## config.mk

```make
export PLATFORM = sky130hd
export DESIGN_NAME = gen_fifo_ram2p
export DESIGN_NICKNAME = d
export VERILOG_FILES = /design/src/rtl/gen_fifo_pkg.sv /design/src/rtl/gen_ram2p_param.sv /design/src/rtl/gen_fifo_ram2p.sv
export SDC_FILE = /design/constraint.sdc
export NUM_CORES = 2
export LEC_CHECK = 0
export BUFFER_PORTS_ARGS = -buffer_cell sky130_fd_sc_hd__buf_2
export CORE_MARGIN = 5
export CORE_UTILIZATION = 40
export CTS_CLUSTER_DIAMETER = 200
export DETAILED_ROUTE_END_ITERATION = 8
export GPL_ROUTABILITY_DRIVEN = 1
export PLACE_DENSITY = 0.58
export SYNTH_ARGS = -nofsm -noshare
export SYNTH_HDL_FRONTEND = slang
export SYNTH_SLANG_ARGS = --single-unit
```

## constraint.sdc

```tcl
create_clock -name clockCore -period 39.9 [get_ports clockCore]
set_input_delay 1.995 -clock clockCore [delete_from_list [all_inputs] [get_ports clockCore]]
set_output_delay 1.995 -clock clockCore [all_outputs]
set_load 0.02 [all_outputs]
```

## src/rtl/gen_fifo_pkg.sv

```systemverilog
// gen_fifo_pkg: shared constants and width helper for gen_fifo_ram2p.
// Optional error flags are enabled by defining GEN_FIFO_ERR_EN.
package gen_fifo_pkg;

  localparam int SKID_DEPTH = 2;

  localparam logic [1:0] SK_EMPTY = 2'd0;
  localparam logic [1:0] SK_ONE   = 2'd1;
  localparam logic [1:0] SK_TWO   = 2'd2;

  function automatic int ptr_w(input int depth);
    return $clog2(depth) + 1;
  endfunction

endpackage

```

## src/rtl/gen_ram2p_param.sv

```systemverilog
// gen_ram2p_param: two-port RAM, one write port, one read port,
// 1-cycle registered read, no reset on the array.
module gen_ram2p_param #(
  parameter int WIDTH = 256,
  parameter int DEPTH = 8,
  parameter int AW    = $clog2(DEPTH)
) (
  input  logic             clockCore,
  input  logic             enableRead,
  input  logic [AW-1:0]    addressRead,
  input  logic             enableWrite,
  input  logic [AW-1:0]    addressWrite,
  input  logic [WIDTH-1:0] writeData,
  output logic [WIDTH-1:0] readData
);

  logic [WIDTH-1:0] mem_q [DEPTH];
  logic [WIDTH-1:0] rd_q;

  always_ff @(posedge clockCore) begin
    if (enableWrite) mem_q[addressWrite] <= writeData;
    if (enableRead)  rd_q <= mem_q[addressRead];
  end

  assign readData = rd_q;

endmodule

```

## src/rtl/gen_fifo_ram2p.sv

```systemverilog
// gen_fifo_ram2p: FWFT FIFO over a two-port RAM with a 2-entry skid output.
// Define GEN_FIFO_ERR_EN to add the errSticky overflow/underflow flags.
module gen_fifo_ram2p
  import gen_fifo_pkg::*;
#(
  parameter int WIDTH     = 256,
  parameter int DEPTH     = 8,
  parameter int AFULL_LVL = DEPTH - 2,
  parameter int LW        = $clog2(DEPTH + 1)
) (
  input  logic             clockCore,
  input  logic             resetCoreN,
  input  logic             flush,
  input  logic             writeValid,
  output logic             writeReady,
  input  logic [WIDTH-1:0] writeData,
  output logic             readValid,
  input  logic             readReady,
  output logic [WIDTH-1:0] readData,
  output logic [LW-1:0]    fillLevel,
  output logic             almostFull,
  output logic             empty
`ifdef GEN_FIFO_ERR_EN
  ,
  output logic [1:0]       errSticky
`endif
);

  localparam int AW = $clog2(DEPTH);
  localparam int PW = ptr_w(DEPTH);

  logic [PW-1:0]    wr_ptr_q, wr_ptr_d, rd_ptr_q, rd_ptr_d;
  logic             infl_q, infl_d;
  logic [1:0]       skid_q, skid_d, skid_n;
  logic [WIDTH-1:0] sk0_q, sk0_d, sk1_q, sk1_d;
  logic             rvalid_q, rvalid_d, wrdy_q, wrdy_d;
  logic             afull_q, afull_d, empty_q, empty_d;
  logic [LW-1:0]    fill_q, fill_d;
  logic [WIDTH-1:0] ram_rdata;
  logic [2:0]       occ;
  logic             push, pop, ram_ne, issue;

  assign push   = writeValid & wrdy_q;
  assign pop    = rvalid_q & readReady;
  assign ram_ne = wr_ptr_q != rd_ptr_q;
  assign occ    = {1'b0, skid_q} + {2'b0, infl_q};
  // Counting this cycle's pop keeps the skid refilling with no bubbles.
  assign issue  = ram_ne && ((occ - {2'b0, pop}) < 3'(SKID_DEPTH));

  gen_ram2p_param #(
    .WIDTH(WIDTH),
    .DEPTH(DEPTH)
  ) u_ram (
    .clockCore   (clockCore),
    .enableRead  (issue & ~flush),
    .addressRead (rd_ptr_q[AW-1:0]),
    .enableWrite (push & ~flush),
    .addressWrite(wr_ptr_q[AW-1:0]),
    .writeData   (writeData),
    .readData    (ram_rdata)
  );

  always_comb begin
    wr_ptr_d = wr_ptr_q;
    rd_ptr_d = rd_ptr_q;
    infl_d   = infl_q;
    skid_d   = skid_q;
    skid_n   = skid_q;
    sk0_d    = sk0_q;
    sk1_d    = sk1_q;
    rvalid_d = rvalid_q;
    fill_d   = fill_q;
    wrdy_d   = wrdy_q;
    afull_d  = afull_q;
    empty_d  = empty_q;
    if (flush) begin
      wr_ptr_d = '0;
      rd_ptr_d = '0;
      infl_d   = 1'b0;
      skid_d   = SK_EMPTY;
      rvalid_d = 1'b0;
      fill_d   = '0;
      wrdy_d   = 1'b1;
      afull_d  = 1'b0;
      empty_d  = 1'b1;
    end else begin
      wr_ptr_d = wr_ptr_q + PW'(push);
      rd_ptr_d = rd_ptr_q + PW'(issue);
      infl_d   = issue;
      if (pop) begin
        sk0_d  = sk1_q;
        skid_n = skid_n - 2'd1;
      end
      if (infl_q) begin
        if (skid_n == SK_EMPTY) sk0_d = ram_rdata;
        else                    sk1_d = ram_rdata;
        skid_n = skid_n + 2'd1;
      end
      skid_d   = skid_n;
      rvalid_d = skid_n != SK_EMPTY;
      fill_d   = fill_q + LW'(push) - LW'(pop);
      wrdy_d   = fill_d < LW'(DEPTH);
      afull_d  = fill_d >= LW'(AFULL_LVL);
      empty_d  = fill_d == '0;
    end
  end

  always_ff @(posedge clockCore or negedge resetCoreN) begin
    if (!resetCoreN) begin
      wr_ptr_q <= '0;
      rd_ptr_q <= '0;
      infl_q   <= 1'b0;
      skid_q   <= SK_EMPTY;
      sk0_q    <= '0;
      sk1_q    <= '0;
      rvalid_q <= 1'b0;
      fill_q   <= '0;
      wrdy_q   <= 1'b0;
      afull_q  <= 1'b0;
      empty_q  <= 1'b1;
    end else begin
      wr_ptr_q <= wr_ptr_d;
      rd_ptr_q <= rd_ptr_d;
      infl_q   <= infl_d;
      skid_q   <= skid_d;
      sk0_q    <= sk0_d;
      sk1_q    <= sk1_d;
      rvalid_q <= rvalid_d;
      fill_q   <= fill_d;
      wrdy_q   <= wrdy_d;
      afull_q  <= afull_d;
      empty_q  <= empty_d;
    end
  end

  assign writeReady = wrdy_q;
  assign readValid  = rvalid_q;
  assign readData   = sk0_q;
  assign fillLevel  = fill_q;
  assign almostFull = afull_q;
  assign empty      = empty_q;

`ifdef GEN_FIFO_ERR_EN
  logic [1:0] err_q, err_d;
  logic       popped_q, popped_d;

  always_comb begin
    err_d    = err_q;
    popped_d = popped_q | (pop & ~flush);
    if (flush) begin
      err_d = 2'b00;
    end else begin
      if (writeValid && !wrdy_q)              err_d[0] = 1'b1;
      if (readReady && !rvalid_q && popped_q) err_d[1] = 1'b1;
    end
  end

  always_ff @(posedge clockCore or negedge resetCoreN) begin
    if (!resetCoreN) begin
      err_q    <= 2'b00;
      popped_q <= 1'b0;
    end else begin
      err_q    <= err_d;
      popped_q <= popped_d;
    end
  end

  assign errSticky = err_q;
`endif

endmodule

```

Word-level counts from Yosys, hierarchy flattened
Memories as Yosys holds them, arrays and structs flattened. A register that Yosys moved wholly into a read port is not among the register bits.
Cells that the tools add are included.

storage, ports and cells
  word-level logic and storage cells = 53
  memory bits (writable) = 2,048
  register bits after elaboration = 531
  output and inout port bits = 264
  memories kept = 1
  input port bits = 261

memories
  memory       words  width  read ports  clocked after Yosys merged registers in  wr ports  RTL line               source
  u_ram.mem_q  8      256    1           1                                        1         gen_ram2p_param.sv:17  logic [WIDTH-1:0] mem_q [DEPTH];

cells by class
  $add $sub $neg = 8
  order comparisons = 3
  equality and inequality tests = 1
  multiplexer cells = 18
  reductions and logical operators = 5
  bitwise logic cells = 6

operators with widths
  cell                                                               count
  two-way mux 256 bit                                                3
  adder 4 x 1 -> 4 bit                                               3
  two-way mux 4 bit                                                  3
  two-way mux 2 bit                                                  5
  two-way mux 1 bit                                                  7
  AND 1 bit                                                          4
  greater-or-equal comparator 4 x 3 -> 1 bit, second input constant  1
  logical NOT 4 bit                                                  1
  < comparator 4 bit, second input constant                          1
  inequality test 4 bit                                              1
  subtractor 4 x 1 -> 4 bit                                          1
  adder 2 x 1 -> 3 bit                                               1
  < comparator 3 x 2 -> 1 bit, second input constant                 1
  AND reduction 3 bit                                                1
  subtractor 3 x 1 -> 3 bit                                          1
  adder 2 x 1 -> 2 bit, second input constant                        1
  logical NOT 2 bit                                                  1
  inverter 1 bit                                                     2
  nonzero test 2 bit                                                 1
  subtractor 2 x 1 -> 2 bit, second input constant                   1
  logical AND 1 bit                                                  1

Longest topological paths before layout
  depth in word-level cells = 8
  mapped depth = 15
  depth with buffers taken out = 13

By module
A second synthesis with hierarchy kept.

unflattened totals
  cell total of the unflattened synthesis = 5,057
  area, all modules = 107,688.3 um2

modules (own cells, without submodules)
  module           sequential area each (um2)  area each (um2)  cells an instance  instances
  gen_ram2p_param  69,186.4                    84,602.4         3,227              1
  gen_fifo_ram2p   13,289.0                    23,085.9         1,830              1

Least setup slack after synthesis
No wires, ideal clock.

  path type = in2reg
  from = input readReady
  to = register infl_q
  stages = 11
  data arrival time = 21.957 ns
  setup time = 1.994 ns
  path buffers = 2
  required time = 37.906 ns
  setup slack = 15.948 ns
  cell sequence = and2_1 -> buf_2 -> clkbuf_1 -> xnor2_1 -> inv_1 -> ha_1 -> inv_1 -> fa_1 -> xnor2_1 -> nand2_1 -> nor3b_1

between the ends
  cells in the longest elaborated chain, start to end = 5

RTL lines
  element                      RTL line               source
  from (decl)                  gen_fifo_ram2p.sv:18   input logic readReady,
  AND 1 bit                    gen_fifo_ram2p.sv:44   assign pop = rvalid_q & readReady;
  subtractor 3 x 1 -> 3 bit    gen_fifo_ram2p.sv:48   assign issue = ram_ne && ((occ - {2'b0, pop}) < 3'(SKID_DEPTH));
  < comparator 3 x 2 -> 1 bit  gen_fifo_ram2p.sv:48
  logical AND 1 bit            gen_fifo_ram2p.sv:48
  two-way mux 1 bit            gen_fifo_ram2p.sv:76   if (flush) begin
  net infl_d                   gen_fifo_ram2p.sv:33   logic infl_q, infl_d;
  to (signal assigned)         gen_fifo_ram2p.sv:124  infl_q <= infl_d;
  to (decl)                    gen_fifo_ram2p.sv:33

The timed path passes the listed nets, and every way through them passes these cells.
A chain may end at the register's enable or synchronous reset.

Final worst setup path
  from = input readReady
  to = register u_ram.rd_q[84], in the netlist u_ram.readData[84] (read register of u_ram.mem_q), enable pin

between the ends
  cells in the longest elaborated chain, start to end = 5

RTL lines
  element                      RTL line               source
  AND 1 bit                    gen_fifo_ram2p.sv:44
  subtractor 3 x 1 -> 3 bit    gen_fifo_ram2p.sv:48
  < comparator 3 x 2 -> 1 bit  gen_fifo_ram2p.sv:48
  logical AND 1 bit            gen_fifo_ram2p.sv:48
  AND 1 bit                    gen_fifo_ram2p.sv:55   .enableRead (issue & ~flush),
  to (decl)                    gen_ram2p_param.sv:18  logic [WIDTH-1:0] rd_q;

Every way passes these cells.

==> impl_metrics.xml <==
<?xml version="1.0" encoding="UTF-8"?>
<metrics>
  <group name="outcome">
    <metric name="status" unit="">finished, final reports clean</metric>
  </group>
  <group name="yosys">
    <metric name="post_synth_mux_area_share" unit="%">16.1</metric>
    <metric name="dominant_combinational_cell_family_by_area_after_synthesis" unit="">multiplexers</metric>
    <metric name="synth_adder_area_share" unit="%">0.142</metric>
    <metric name="async_reset_ff_share" unit="%">18.7</metric>
    <metric name="synth.yosys.warnings" unit="">0</metric>
    <metric name="yosys.area_share.simple" unit="%">1.70</metric>
    <metric name="synth_enable_flop_cells" unit="">2304</metric>
    <metric name="yosys.cell_types.count" unit="">35</metric>
    <metric name="synth-compound-area-share" unit="%">3.63</metric>
    <metric name="synth_ff_type" unit="">edfxtp_1</metric>
    <metric name="postSynthNetCount" unit="">5330</metric>
    <metric name="netlist_area" unit="sq mm">0.108</metric>
    <metric name="synth_xor_xnor_area_share" unit="%">0.114</metric>
    <metric name="avg_synthesized_cell_area" unit="sq um">21.3</metric>
    <metric name="ys_seq_area_share" unit="%">76.7</metric>
    <metric name="postSynthRegisterBits" unit="">2835</metric>
    <metric name="post_synth_inst_count" unit="">5058</metric>
  </group>
  <group name="setup_path">
    <metric name="worstPathArrival" unit="ns">7.23</metric>
    <metric name="critical_path.cell_chain" unit="">buf_2 &gt; and2_4 &gt; xnor2_1 &gt; inv_1 &gt; ha_1 &gt; inv_1 &gt; fa_1 &gt; xnor2_1 &gt; nand2_1 &gt; nor3b_2 &gt; buf_4 &gt; buf_4 &gt; buf_4 &gt; buf_4</metric>
    <metric name="critical_path_required" unit="ns">40.40</metric>
    <metric name="r2r.worst_path.cells" unit="">13</metric>
    <metric name="element_type_at_the_critical_path_end" unit="">flip-flop</metric>
    <metric name="r2r_slack" unit="ns">34.02</metric>
    <metric name="crit_path_start_kind" unit="">input port</metric>
    <metric name="critical_path.max_stage_delay" unit="ns">0.71</metric>
    <metric name="path_class" unit="">in2reg</metric>
    <metric name="highest_delay_cell_along_the_critical_path" unit="">buf_4</metric>
    <metric name="start_of_the_worst_register_to_register_path" unit="">readValid</metric>
    <metric name="worst-path-max-fanout" unit="">48</metric>
    <metric name="reg2reg_to" unit="">u_ram.readData[84]</metric>
    <metric name="dominant_cell_type_by_count_on_the_critical_path" unit="">buf_4</metric>
    <metric name="critical_path_start" unit="">readReady</metric>
    <metric name="worstPathBufferInverterCount" unit="">7</metric>
    <metric name="critPathTopFamily" unit="">buffers and inverters</metric>
  </group>
  <group name="layout">
    <metric name="layout_commonest_cell" unit="">edfxtp_1</metric>
    <metric name="final_core_utilization" unit="%">46.3</metric>
    <metric name="drive_gt1_share" unit="%">35.8</metric>
    <metric name="final_design_area_no_fill" unit="sq mm">0.124</metric>
    <metric name="most-common-layout-cells" unit="">edfxtp_1, dfrtp_1, buf_2</metric>
    <metric name="layout-area-overhead-vs-synth" unit="%">15.3</metric>
    <metric name="finish.net_count" unit="">5913</metric>
    <metric name="fill_cells" unit="">22400</metric>
  </group>
  <group name="clocking">
    <metric name="ctsResizeCount" unit="">0</metric>
    <metric name="cts-hold-fix-buffers" unit="">0</metric>
    <metric name="number_of_sinks_driven_by_the_clock_tree" unit="">2835</metric>
    <metric name="htree_num_levels" unit="">5</metric>
    <metric name="clock_insertion_delay_worst_skew" unit="ns">0.88</metric>
    <metric name="post_cts_setup_driven_buffer_insertion_count" unit="">0</metric>
    <metric name="clock-root-buffer" unit="">clkbuf_16</metric>
    <metric name="cts_max_path_buffers" unit="">4</metric>
    <metric name="path_clk_slew" unit="ns">0.06</metric>
    <metric name="cts_tree" unit="">built</metric>
    <metric name="cts_made_buffers" unit="">306</metric>
  </group>
  <group name="floorplan">
    <metric name="die-width" unit="um">529</metric>
    <metric name="design.portCount" unit="">525</metric>
    <metric name="initial_utilization" unit="%">40.1</metric>
    <metric name="die_height" unit="um">529</metric>
    <metric name="die_area" unit="sq mm">0.279</metric>
    <metric name="num_rows" unit="">190</metric>
    <metric name="coreArea" unit="sq mm">0.268</metric>
  </group>
  <group name="placed_design">
    <metric name="place.detailed.hpwl" unit="mm">144</metric>
    <metric name="dpl-instance-area" unit="sq mm">0.114</metric>
    <metric name="port-buffer-count" unit="">524</metric>
    <metric name="gp_congestion" unit="">0.720</metric>
  </group>
  <group name="pwr">
    <metric name="static-leakage-power" unit="nW">42.4</metric>
    <metric name="power.ir.vdd_worst" unit="mV">0.0494</metric>
    <metric name="p_per_area" unit="mW/mm^2">66.3</metric>
  </group>
  <group name="routing">
    <metric name="routed_wl" unit="mm">260</metric>
    <metric name="first_pass_iters" unit="">5</metric>
    <metric name="detail_routed_via_count_per_cell" unit="">5.51</metric>
    <metric name="avgRoutedWirePerCell" unit="um">27.4</metric>
    <metric name="via_count" unit="">52300</metric>
    <metric name="ant_nets" unit="">0</metric>
    <metric name="drt_iter0_markers" unit="">4104</metric>
    <metric name="drcViolationCount" unit="">0</metric>
  </group>
  <group name="timing">
    <metric name="period_utilisation_layout" unit="%">16.9</metric>
    <metric name="final.setup_skew" unit="ns">0.0551</metric>
    <metric name="layout_min_cycle_time" unit="ns">6.74</metric>
    <metric name="max_clock_freq" unit="GHz">0.148</metric>
    <metric name="setup_viol_count_final" unit="">0</metric>
    <metric name="tightestPinTransition" unit="ns">1.13</metric>
    <metric name="grt_setup_unrepaired" unit="">false</metric>
    <metric name="summed_negative_setup_slack_over_all_endpoints" unit="ns">0</metric>
    <metric name="worst_slew_margin_rel" unit="%">25.0</metric>
    <metric name="final_hold_viol_count" unit="">0</metric>
    <metric name="finalMaxSlewViolations" unit="">0</metric>
  </group>
  <group name="global_routing">
    <metric name="track_usage" unit="%">18.4</metric>
    <metric name="most_used_routing_layer_in_global_routing" unit="">met2</metric>
    <metric name="grt_start_max_net_pins" unit="">147</metric>
    <metric name="initial_antenna_violation_count" unit="">113</metric>
    <metric name="grt.met2_usage" unit="%">30.1</metric>
    <metric name="grt_first_pass_wirelength" unit="mm">383</metric>
    <metric name="grt.met3_usage" unit="%">4.91</metric>
    <metric name="via_count_of_the_first_global_routing_pass" unit="">55100</metric>
    <metric name="globalRouteOverflowTotal" unit="">0</metric>
    <metric name="gr-usage-met1" unit="%">24.8</metric>
  </group>
  <group name="job">
    <metric name="max-cap-violations" unit="">0</metric>
  </group>
  <group name="worst_hold_path">
    <metric name="worstHoldPathCells" unit="">1</metric>
    <metric name="whs_endpoint" unit="">readData[92]</metric>
    <metric name="min_from" unit="">readData[92]</metric>
    <metric name="hp-class" unit="">reg2reg</metric>
  </group>
</metrics>
## how the worst max path moves through the flow
stage                    endpoint  cells past startpoint
3_5_place_dp   u_ram.readData[84]                     14
4_1_cts        u_ram.readData[78]                     14
5_1_grt        u_ram.readData[78]                     14
2_1_floorplan              infl_q                     11
3_3_place_gp   u_ram.readData[84]                     14
6_report       u_ram.readData[84]                     14
## cells by family after synthesis
kind of cell / Yosys count
muxes: 1024
buffers and inverters: 353
DFF: 2835
and+or+nand+nor: 300
adders and majority gates: 11
xor gates and xnor gates: 14
AOI/OAI and AO/OA: 521
## Yosys cell counts (all sizes together), types with 2 or more instances
cell        n  share of area [%]
a21o        3              0.021
a21oi       2             0.0093
a31oi     257                1.5
and3      256                1.5
buf       139               0.90
clkbuf    206               0.72
dfrtp     530                 12
edfxtp   2304                 64
fa          2              0.037
ha          9               0.10
inv         8              0.028
mux2      512                5.4
mux4      512                 11
nand2       7              0.024
nand2b      2              0.012
nand3       4              0.019
nor2       13              0.045
nor2b       8              0.047
nor3        4              0.023
o2bb2ai   256                2.1
xnor2      10              0.081
xor2        4              0.033
## flip-flops by register name (all words and copies together), names as in the netlist
signal,count
almostFull,1
empty,1
fillLevel,4
infl_q,1
rd_ptr_q,4
readData,256
readValid,1
sk1_q,256
skid_q,2
u_ram.mem_q,2048
u_ram.readData,256
wr_ptr_q,4
writeReady,1
## metal layers
layer  vias up  part of all wire (%)
met5         -                  0.17
met4        70                   2.1
met3       458                   7.8
met2      1496                    49
met1     28100                    41
li1      22200                     -
## power by group
| group | internal [mW] | switching (mW) | total [mW] |
|---|---|---|---|
| logic | 0.657 | 0.896 | 1.55 |
| clock network | 1.65 | 1.15 | 2.81 |
| registers | 3.63 | 0.231 | 3.87 |
| total | 5.94 | 2.28 | 8.22 |
## metrics by stage
stage               total power [mW]  setup WS [ns]  hold slack [ns]  std cells
finish                          8.22          33.16            0.478       9498
global route                    8.59          32.94            0.490       9454
CTS                             8.33          33.14            0.484       9450
detailed placement              5.50          32.15            0.469       8885
global placement                5.47          32.17            0.465       8885
floorplan                       4.99          15.95            0.472       5058
## area by class of cell
| type | instances | area (sq um) | share of cell area [%] |
|---|---|---|---|
| tap | 3552 | 4440 | 3.58 |
| antenna | 48 | 120 | 0.0968 |
| clock inverter | 158 | 1610 | 1.30 |
| timing repair buffer | 620 | 3560 | 2.87 |
| clock buffer | 407 | 8380 | 6.76 |
| inverter | 8 | 30.0 | 0.0242 |
| multi-input combinational | 1870 | 23400 | 18.9 |
| sequential | 2835 | 82500 | 66.5 |
Power figures use the tool's default switching activity.
